`src/rtl/boa_gpio_seq_pkg.sv`:
```
// Shared definitions for the boa_gpio_seq waveform sequencer: register map, CTRL bits, FSM states, step layout.
package boa_gpio_seq_pkg;

    localparam logic [8:0] ctrl_off      = 9'h000;
    localparam logic [8:0] status_off    = 9'h004;
    localparam logic [8:0] cfg_off       = 9'h008;
    localparam logic [8:0] prescale_off  = 9'h00C;
    localparam logic [8:0] step_base_off = 9'h100;

    localparam int ctrl_start_bit = 0;
    localparam int ctrl_busy_bit  = 0;
    localparam int ctrl_stop_bit  = 1;
    localparam int ctrl_arm_bit   = 2;
    localparam int ctrl_done_bit  = 8;

    typedef enum logic {IDLE, RUN} state_t;

    typedef struct packed {
        logic [15:0] dur;
        logic [7:0]  oe;
        logic [7:0]  value;
    } step_t;

endpackage

```
`src/rtl/boa_gpio_seq_if.sv`:
```
// Peripheral bus: word address, 4-bit byte-enable write strobe, registered read data, ready always high.
interface boa_mem_bus;

    logic        valid;
    logic        ready;
    logic [31:0] addr;
    logic [31:0] wdata;
    logic [3:0]  we;
    logic [31:0] rdata;

    modport master (output valid, addr, wdata, we, input ready, rdata);
    modport MEM    (input valid, addr, wdata, we, output ready, rdata);

endinterface

```
`src/rtl/boa_gpio_seq_timer.sv`:
```
// Step timebase: prescaler counting 0..p, duration counter stepping on each prescaler wrap.
// step_end is high during the final cycle of a step, i.e. (d+1)*(p+1) cycles after clear.
module boa_gpio_seq_timer (
    input  logic        clk,
    input  logic        rst,
    input  logic        en,
    input  logic        clear,
    input  logic [15:0] p,
    input  logic [15:0] d,
    output logic        step_end
);

    logic [15:0] pre_cnt;
    logic [15:0] dur_cnt;

    assign step_end = en && (pre_cnt == p) && (dur_cnt == d);

    always_ff @(posedge clk) begin
        // NOTE: non-blocking assignments keep every flop sampling pre-edge values, so counter order is irrelevant.
        if (rst) begin
            pre_cnt <= '0;
            dur_cnt <= '0;
        end else if (clear || step_end) begin
            pre_cnt <= '0;
            dur_cnt <= '0;
        end else if (en) begin
            if (pre_cnt == p) begin
                pre_cnt <= '0;
                dur_cnt <= dur_cnt + 16'd1;
            end else begin
                pre_cnt <= pre_cnt + 16'd1;
            end
        end
    end

endmodule

```
`src/rtl/boa_gpio_seq.sv`:
```
// boa_gpio_seq: bus-programmable GPIO waveform sequencer driving the GPIO matrix ext/ext_oe inputs.
// Optional macro BOA_GPIO_SEQ_TRIG_EN adds a synchronised `trig` input and a CTRL ARM bit.
module boa_gpio_seq
    import boa_gpio_seq_pkg::*;
#(
    parameter logic [31:0] addr  = 32'h8000_0100,
    parameter int unsigned chans = 8,
    parameter int unsigned steps = 16
) (
    input  logic             clk,
    input  logic             rst,
`ifdef BOA_GPIO_SEQ_TRIG_EN
    input  logic             trig,
`endif
    boa_mem_bus.MEM          bus,
    output logic [chans-1:0] seq_out,
    output logic [chans-1:0] seq_oe,
    output logic             irq
);

    localparam int unsigned idx_w     = $clog2(steps);
    localparam logic [31:0] base_word = addr >> 2;
    localparam logic [5:0]  max_idx   = 6'(steps - 1);

    state_t      state, state_next;
    step_t       step_tbl [steps];
    step_t       cur;
    logic [5:0]  idx, load_idx, cfg_last, eff_last;
    logic [15:0] loops, loops_next, cfg_loops, prescale;
    logic        done, load, finish, step_end, arm, trig_start;

    logic [31:0] word_off, read_val;
    logic [8:0]  byte_off;
    logic        hit, wr, rd, step_ok, ctrl_wr, start_cmd, stop_cmd;

    // The 512-byte window need not be size-aligned, so decode by offset from the base.
    assign word_off  = bus.addr - base_word;
    assign byte_off  = {word_off[6:0], 2'b00};
    assign hit       = bus.valid && (word_off[31:7] == '0);
    assign wr        = hit && (bus.we == 4'hF);
    assign rd        = hit && (bus.we == 4'h0);
    assign step_ok   = (byte_off >= step_base_off) && (32'(byte_off[7:2]) < steps);
    assign ctrl_wr   = wr && (byte_off == ctrl_off);
    assign stop_cmd  = ctrl_wr && bus.wdata[ctrl_stop_bit];
    assign start_cmd = (ctrl_wr && bus.wdata[ctrl_start_bit]) || trig_start;
    assign eff_last  = (cfg_last > max_idx) ? max_idx : cfg_last;

    assign bus.ready = 1'b1;
    assign seq_out   = cur.value[chans-1:0];
    assign seq_oe    = cur.oe[chans-1:0];

    boa_gpio_seq_timer u_timer (
        .clk      (clk),
        .rst      (rst),
        .en       (state == RUN),
        .clear    (load),
        .p        (prescale),
        .d        (cur.dur),
        .step_end (step_end)
    );

    always_ff @(posedge clk) begin
        if (rst) state <= IDLE;
        else     state <= state_next;
    end

    always_comb begin
        // NOTE: every output of this block gets a default first, so no path can infer a latch.
        state_next = state;
        load       = 1'b0;
        load_idx   = idx;
        loops_next = loops;
        finish     = 1'b0;
        if (stop_cmd) begin
            state_next = IDLE;
        end else if (start_cmd) begin
            state_next = RUN;
            load       = 1'b1;
            load_idx   = '0;
            loops_next = cfg_loops;
        end else if (state == RUN && step_end) begin
            if (idx != eff_last) begin
                load     = 1'b1;
                load_idx = idx + 6'd1;
            end else if (loops != '0 || cfg_loops == 16'hFFFF) begin
                load     = 1'b1;
                load_idx = '0;
                if (cfg_loops != 16'hFFFF) loops_next = loops - 16'd1;
            end else begin
                state_next = IDLE;
                finish     = 1'b1;
            end
        end
    end

    always_comb begin
        read_val = '0;
        if (byte_off >= step_base_off) begin
            if (step_ok) read_val = step_tbl[byte_off[idx_w+1:2]];
        end else begin
            case (byte_off)
                ctrl_off: begin
                    read_val[ctrl_busy_bit] = (state == RUN);
                    read_val[ctrl_arm_bit]  = arm;
                    read_val[ctrl_done_bit] = done;
                end
                status_off:   read_val = {loops, 10'd0, idx};
                cfg_off:      read_val = {cfg_loops, 10'd0, cfg_last};
                prescale_off: read_val = {16'd0, prescale};
                default:      read_val = '0;
            endcase
        end
    end

    always_ff @(posedge clk) begin
        if (rst) begin
            // NOTE: the step table is flop-based and cleared on reset so a fresh table reads back as zero.
            step_tbl  <= '{default: '0};
            cur       <= '0;
            idx       <= '0;
            loops     <= '0;
            cfg_last  <= '0;
            cfg_loops <= '0;
            prescale  <= '0;
            done      <= 1'b0;
            irq       <= 1'b0;
            bus.rdata <= '0;
        end else begin
            if (load) begin
                idx <= load_idx;
                cur <= step_tbl[load_idx[idx_w-1:0]];
            end
            loops <= loops_next;
            irq   <= finish;
            if (finish)                                      done <= 1'b1;
            else if (ctrl_wr && bus.wdata[ctrl_done_bit])    done <= 1'b0;
            if (wr && byte_off == cfg_off) begin
                cfg_last  <= bus.wdata[5:0];
                cfg_loops <= bus.wdata[31:16];
            end
            if (wr && byte_off == prescale_off) prescale <= bus.wdata[15:0];
            if (wr && step_ok) step_tbl[byte_off[idx_w+1:2]] <= bus.wdata;
            bus.rdata <= rd ? read_val : '0;
        end
    end

`ifdef BOA_GPIO_SEQ_TRIG_EN
    // trig_sync[1:0] synchronise the pin; trig_sync[2] holds the previous level for edge detection.
    logic [2:0] trig_sync;

    always_ff @(posedge clk) begin
        if (rst) begin
            trig_sync <= '0;
            arm       <= 1'b0;
        end else begin
            trig_sync <= {trig_sync[1:0], trig};
            if (ctrl_wr)         arm <= bus.wdata[ctrl_arm_bit];
            else if (trig_start) arm <= 1'b0;
        end
    end

    assign trig_start = arm && trig_sync[1] && !trig_sync[2] && (state == IDLE);
`else
    assign arm        = 1'b0;
    assign trig_start = 1'b0;
`endif

endmodule

```
`src/flat_wrapper.sv`:
```
// flat-port wrapper written by rule: the top's interface ports become plain ports
module boa_gpio_seq_flat import boa_gpio_seq_pkg::*;
#(
    parameter logic [31:0] addr  = 32'h8000_0100,
    parameter int unsigned chans = 8,
    parameter int unsigned steps = 16
)
  (clk, rst, seq_out, seq_oe, irq, bus_valid, bus_addr, bus_wdata, bus_we, bus_ready, bus_rdata);
  boa_mem_bus bus_i ();
  input  logic clk;
  input  logic rst;
  output logic [chans-1:0] seq_out;
  output logic [chans-1:0] seq_oe;
  output logic irq;
  input wire logic [$bits(bus_i.valid)-1:0] bus_valid;
  input wire logic [$bits(bus_i.addr)-1:0] bus_addr;
  input wire logic [$bits(bus_i.wdata)-1:0] bus_wdata;
  input wire logic [$bits(bus_i.we)-1:0] bus_we;
  output wire logic [$bits(bus_i.ready)-1:0] bus_ready;
  output wire logic [$bits(bus_i.rdata)-1:0] bus_rdata;
  assign bus_i.valid = bus_valid;
  assign bus_i.addr = bus_addr;
  assign bus_i.wdata = bus_wdata;
  assign bus_i.we = bus_we;
  assign bus_ready = bus_i.ready;
  assign bus_rdata = bus_i.rdata;
  boa_gpio_seq #(.addr(addr), .chans(chans), .steps(steps)) u_core (.clk(clk), .rst(rst), .bus(bus_i), .seq_out(seq_out), .seq_oe(seq_oe), .irq(irq));
endmodule
```
`config.mk`:
```
export PLATFORM = sky130hd
export DESIGN_NAME = boa_gpio_seq_flat
export DESIGN_NICKNAME = d
export VERILOG_FILES = /design/src/rtl/boa_gpio_seq_pkg.sv /design/src/rtl/boa_gpio_seq_if.sv /design/src/rtl/boa_gpio_seq_timer.sv /design/src/rtl/boa_gpio_seq.sv /design/src/flat_wrapper.sv
export SDC_FILE = /design/constraint.sdc
export NUM_CORES = 2
export LEC_CHECK = 0
export CAP_MARGIN = 15
export CORE_MARGIN = 5
export CORE_UTILIZATION = 52
export CTS_CLUSTER_SIZE = 14
export DETAILED_ROUTE_END_ITERATION = 8
export PLACE_DENSITY = 0.72
export SLEW_MARGIN = 5
export SYNTH_ARGS = -nofsm -noshare
export SYNTH_HDL_FRONTEND = slang
export SYNTH_HIERARCHICAL = 1
export SYNTH_SLANG_ARGS = --single-unit
```
`constraint.sdc`:
```
create_clock -name clk -period 3.7 [get_ports clk]
set_input_delay 0.555 -clock clk [delete_from_list [all_inputs] [get_ports clk]]
set_output_delay 0.555 -clock clk [all_outputs]
set_load 0.005 [all_outputs]
```
==> run metrics <==
result of the run finished with violations; failing checks negative setup slack; # clock sinks 671; most frequent cells in the layout nand2_1 (1,366), dfxtp_1 (666), a21oi_1 (531); filler cell count in the final layout 5,045; slowest cell delay on critical path 0.47 ns; Final #Nets 4,480; CTS tree built; worst hold slack 0.344 ns; EDFF count, synth 0; cell area power density 355 nW/um2; cts bufs inserted 70; flip-flop and latch count after synthesis 671; Die ar. 71,000 um2; worst hold start rst; Reg-to-Reg Start u_core/cur[16]; H-tree depth 3; number of global-route vias before repair 32,300; CP max FO 8; Rel. slew slack 19.7%; IO Count 121; RSZ-0062 raised after global routing true; Simple-Gate Fraction of Synth Area 23.1%; Final Core Density 65.3%; first-pass GRT wire length 191,000 um; Worst Clk Skew 0.0212 ns; max-cap viol count 0; core box area 65,500 um2; worst path cell trace clkdlybuf4s50_1 > buf_4 > nor2_1 > nand3_1 > o2bb2a_4 > a211oi_4 > buf_4 > o2111a_2 > a21oi_4 > a211oi_4 > buf_4 > buf_6 > buf_12 > clkbuf_16 > mux2i_1 > a221oi_2 > a32oi_1 > o211ai_1; Routed WL 134,000 um; Final Instance Count excl. Fillers 5,319; commonest non-fill, non-tap cell in the layout nand2_1; setup violators final 24; minimum clock period 3.77 ns; total congestion overflow 0; Post-Syn Area 34,200 um2; asr flop ratio synth 0%; clk_lat worst skew 0.61 ns; largest net degree at the start of global routing 220; Wirelength per Cell 25.2 um; post-DP HPWL 80,100 um; WP data arrival 4.25 ns; post-placement worst setup slack -0.909 ns; Hold Crit Class in -> reg; port bufs 119; total number of vias 34,800; Cells after DPL 5,114; worst-margin pin slew 1.21 ns; CP Class in -> reg; R2R cell count 19; DRT Pass-1 Iters 9; CP max-delay cell clkdlybuf4s50_1; mux cell area share after synthesis 16.4%; count of final hold-check violations 0; initial antenna violation count 3; Primary FF master, synth dfxtp_1; Post-Syn Nets 4,279; Max VDD drop 279 uV; DR DRC count 0; Mapped Avg Cell Area 8.14 um2; post-synthesis adder-cell area fraction 0.183%; layout cells sized above 1 20.3%; clk buf depth 3; static leakage 14.9 nW; r2r endpoint u_core/cur[18]; hold depth 2; worst hold endpoint u_core/prescale[11]; compound-cell area share of the yosys netlist 14.5%; via-per-instance ratio 6.54; Worst path depth 18; Setup crit start kind primary input; XOR/XNOR Fraction of Synth Area 1.38%; Buf/Inv on CP 7; final period utilization 102%; FP Rows 94; Cells after Synth 4,203; most used cell, CP buf_4; DRT iter0 DRCs 5,661; final RePlAce weighted congestion 0.952; Die Y 266 um; largest family of logic cells by synthesized area simple AND/OR/NAND/NOR gates; Seq/Total Area, Yosys 39.3%; setup ws final -0.0699 ns; antenna viol nets, final 0; Power, Total 15.2 mW; Req. time, crit path 4.18 ns; CP top delay family compound AO/OA/AOI/OAI gates; Clock transition at path regs 0.06 ns; initial core utilization 52.2%; synth unique cells 84; max-slew violations 0; area grow syn2layout 25.0%; GRT Overall Usage 34.1%; Die Span X 266 um; yosys warns 6; Peak Freq 265 MHz; reg2reg setup slack 0.05 ns; Worst setup EP type flop; root buf cell clkbuf_16
-- worst max-delay path by stage --
stage	from	to	slack (ns)
floorplan	bus_addr[6]	u_core/seq_oe[0]	-0.006
global placement	bus_addr[6]	u_core/seq_oe[0]	-0.87
detailed placement	bus_addr[6]	u_core/seq_oe[1]	-0.91
CTS	bus_addr[16]	u_core/cur[28]	0.007
global route	bus_addr[22]	u_core/cur[28]	-0.13
finish	bus_addr[23]	u_core/cur[28]	-0.07
-- stage by stage --
stage               setup TNS [ns]  instance area (um2)
floorplan                  -0.0290                34200
global placement           -412.49                38500
detailed placement         -447.11                38500
CTS                              0                41200
global route                 -9.96                42800
finish                      -0.637                42800
-- Yosys cell counts, types with 29 or more instances --
cell	count	area, um2
o211ai_1	29	218
dfxtp_1	671	13400
nor2_1	152	571
buf_2	56	280
xor2_1	46	403
o21ai_0	36	180
mux2i_1	192	1920
buf_4	30	225
nand3_1	137	686
mux4_2	161	3630
nand4_1	54	338
nand2_1	1376	5160
a21oi_1	584	2920
clkbuf_1	284	1070
-- cell families after synthesis --
family                     count (synthesis)
and+or+nand+nor                         1876
AOI/OAI and AO/OA                        828
DFF                                      671
buffers and inverters                    411
muxes                                    357
xor gates and xnor gates                  54
adders and majority gates                  5
other                                      1
-- cell type report --
class	count	area [um2]	share of cell area, %
multi-input combinational	3121	19900	46.5
sequential	671	13400	31.4
timing repair buffer	525	5980	14.0
clock buffer	102	2070	4.83
tap	864	1080	2.53
clock inverter	20	234	0.547
inverter	15	56.3	0.132
antenna	1	2.50	0.00585
-- registers in the layout, summed over array words and instances (netlist names) --
register	flops
u_core/u_timer/dur_cnt	16
u_core/cur	16
u_core/u_timer/pre_cnt	16
u_core/step_tbl	512
u_core/idx	6
u_core/irq	1
u_core/bus.rdata	32
u_core/cfg_last	6
u_core/state	1
u_core/cfg_loops	16
u_core/seq_oe	8
u_core/prescale	16
u_core/done	1
u_core/seq_out	8
u_core/loops	16
-- where the power goes --
group | switching [mW] | leakage, nW | internal, mW
combinational | 0.485 | 8.38 | 0.226
clock | 3.01 | 1.13 | 4.22
sequential | 0.0000000000952 | 5.40 | 7.22
-- per-layer routing --
| metal | GRT usage [%] | vias up | routed length, um |
|---|---|---|---|
| met3 | 9.38 | 682 | 19300 |
| met5 | 0 | - | 13 |
| met1 | 45.2 | 16400 | 48000 |
| met2 | 51.4 | 2689 | 56700 |
| met4 | 17.5 | 2 | 9970 |
| li1 | - | 15000 | - |
-- repair_timing --
action	in CTS	in global routing
endpoints found under the hold margin	0	0
cloned	3	22
hold buffers	0	0
buffers inserted	14	47
pin swaps	23	136
setup endpoints to repair	570	560
resized for setup	55	198
(Power assumes the default switching activity.)
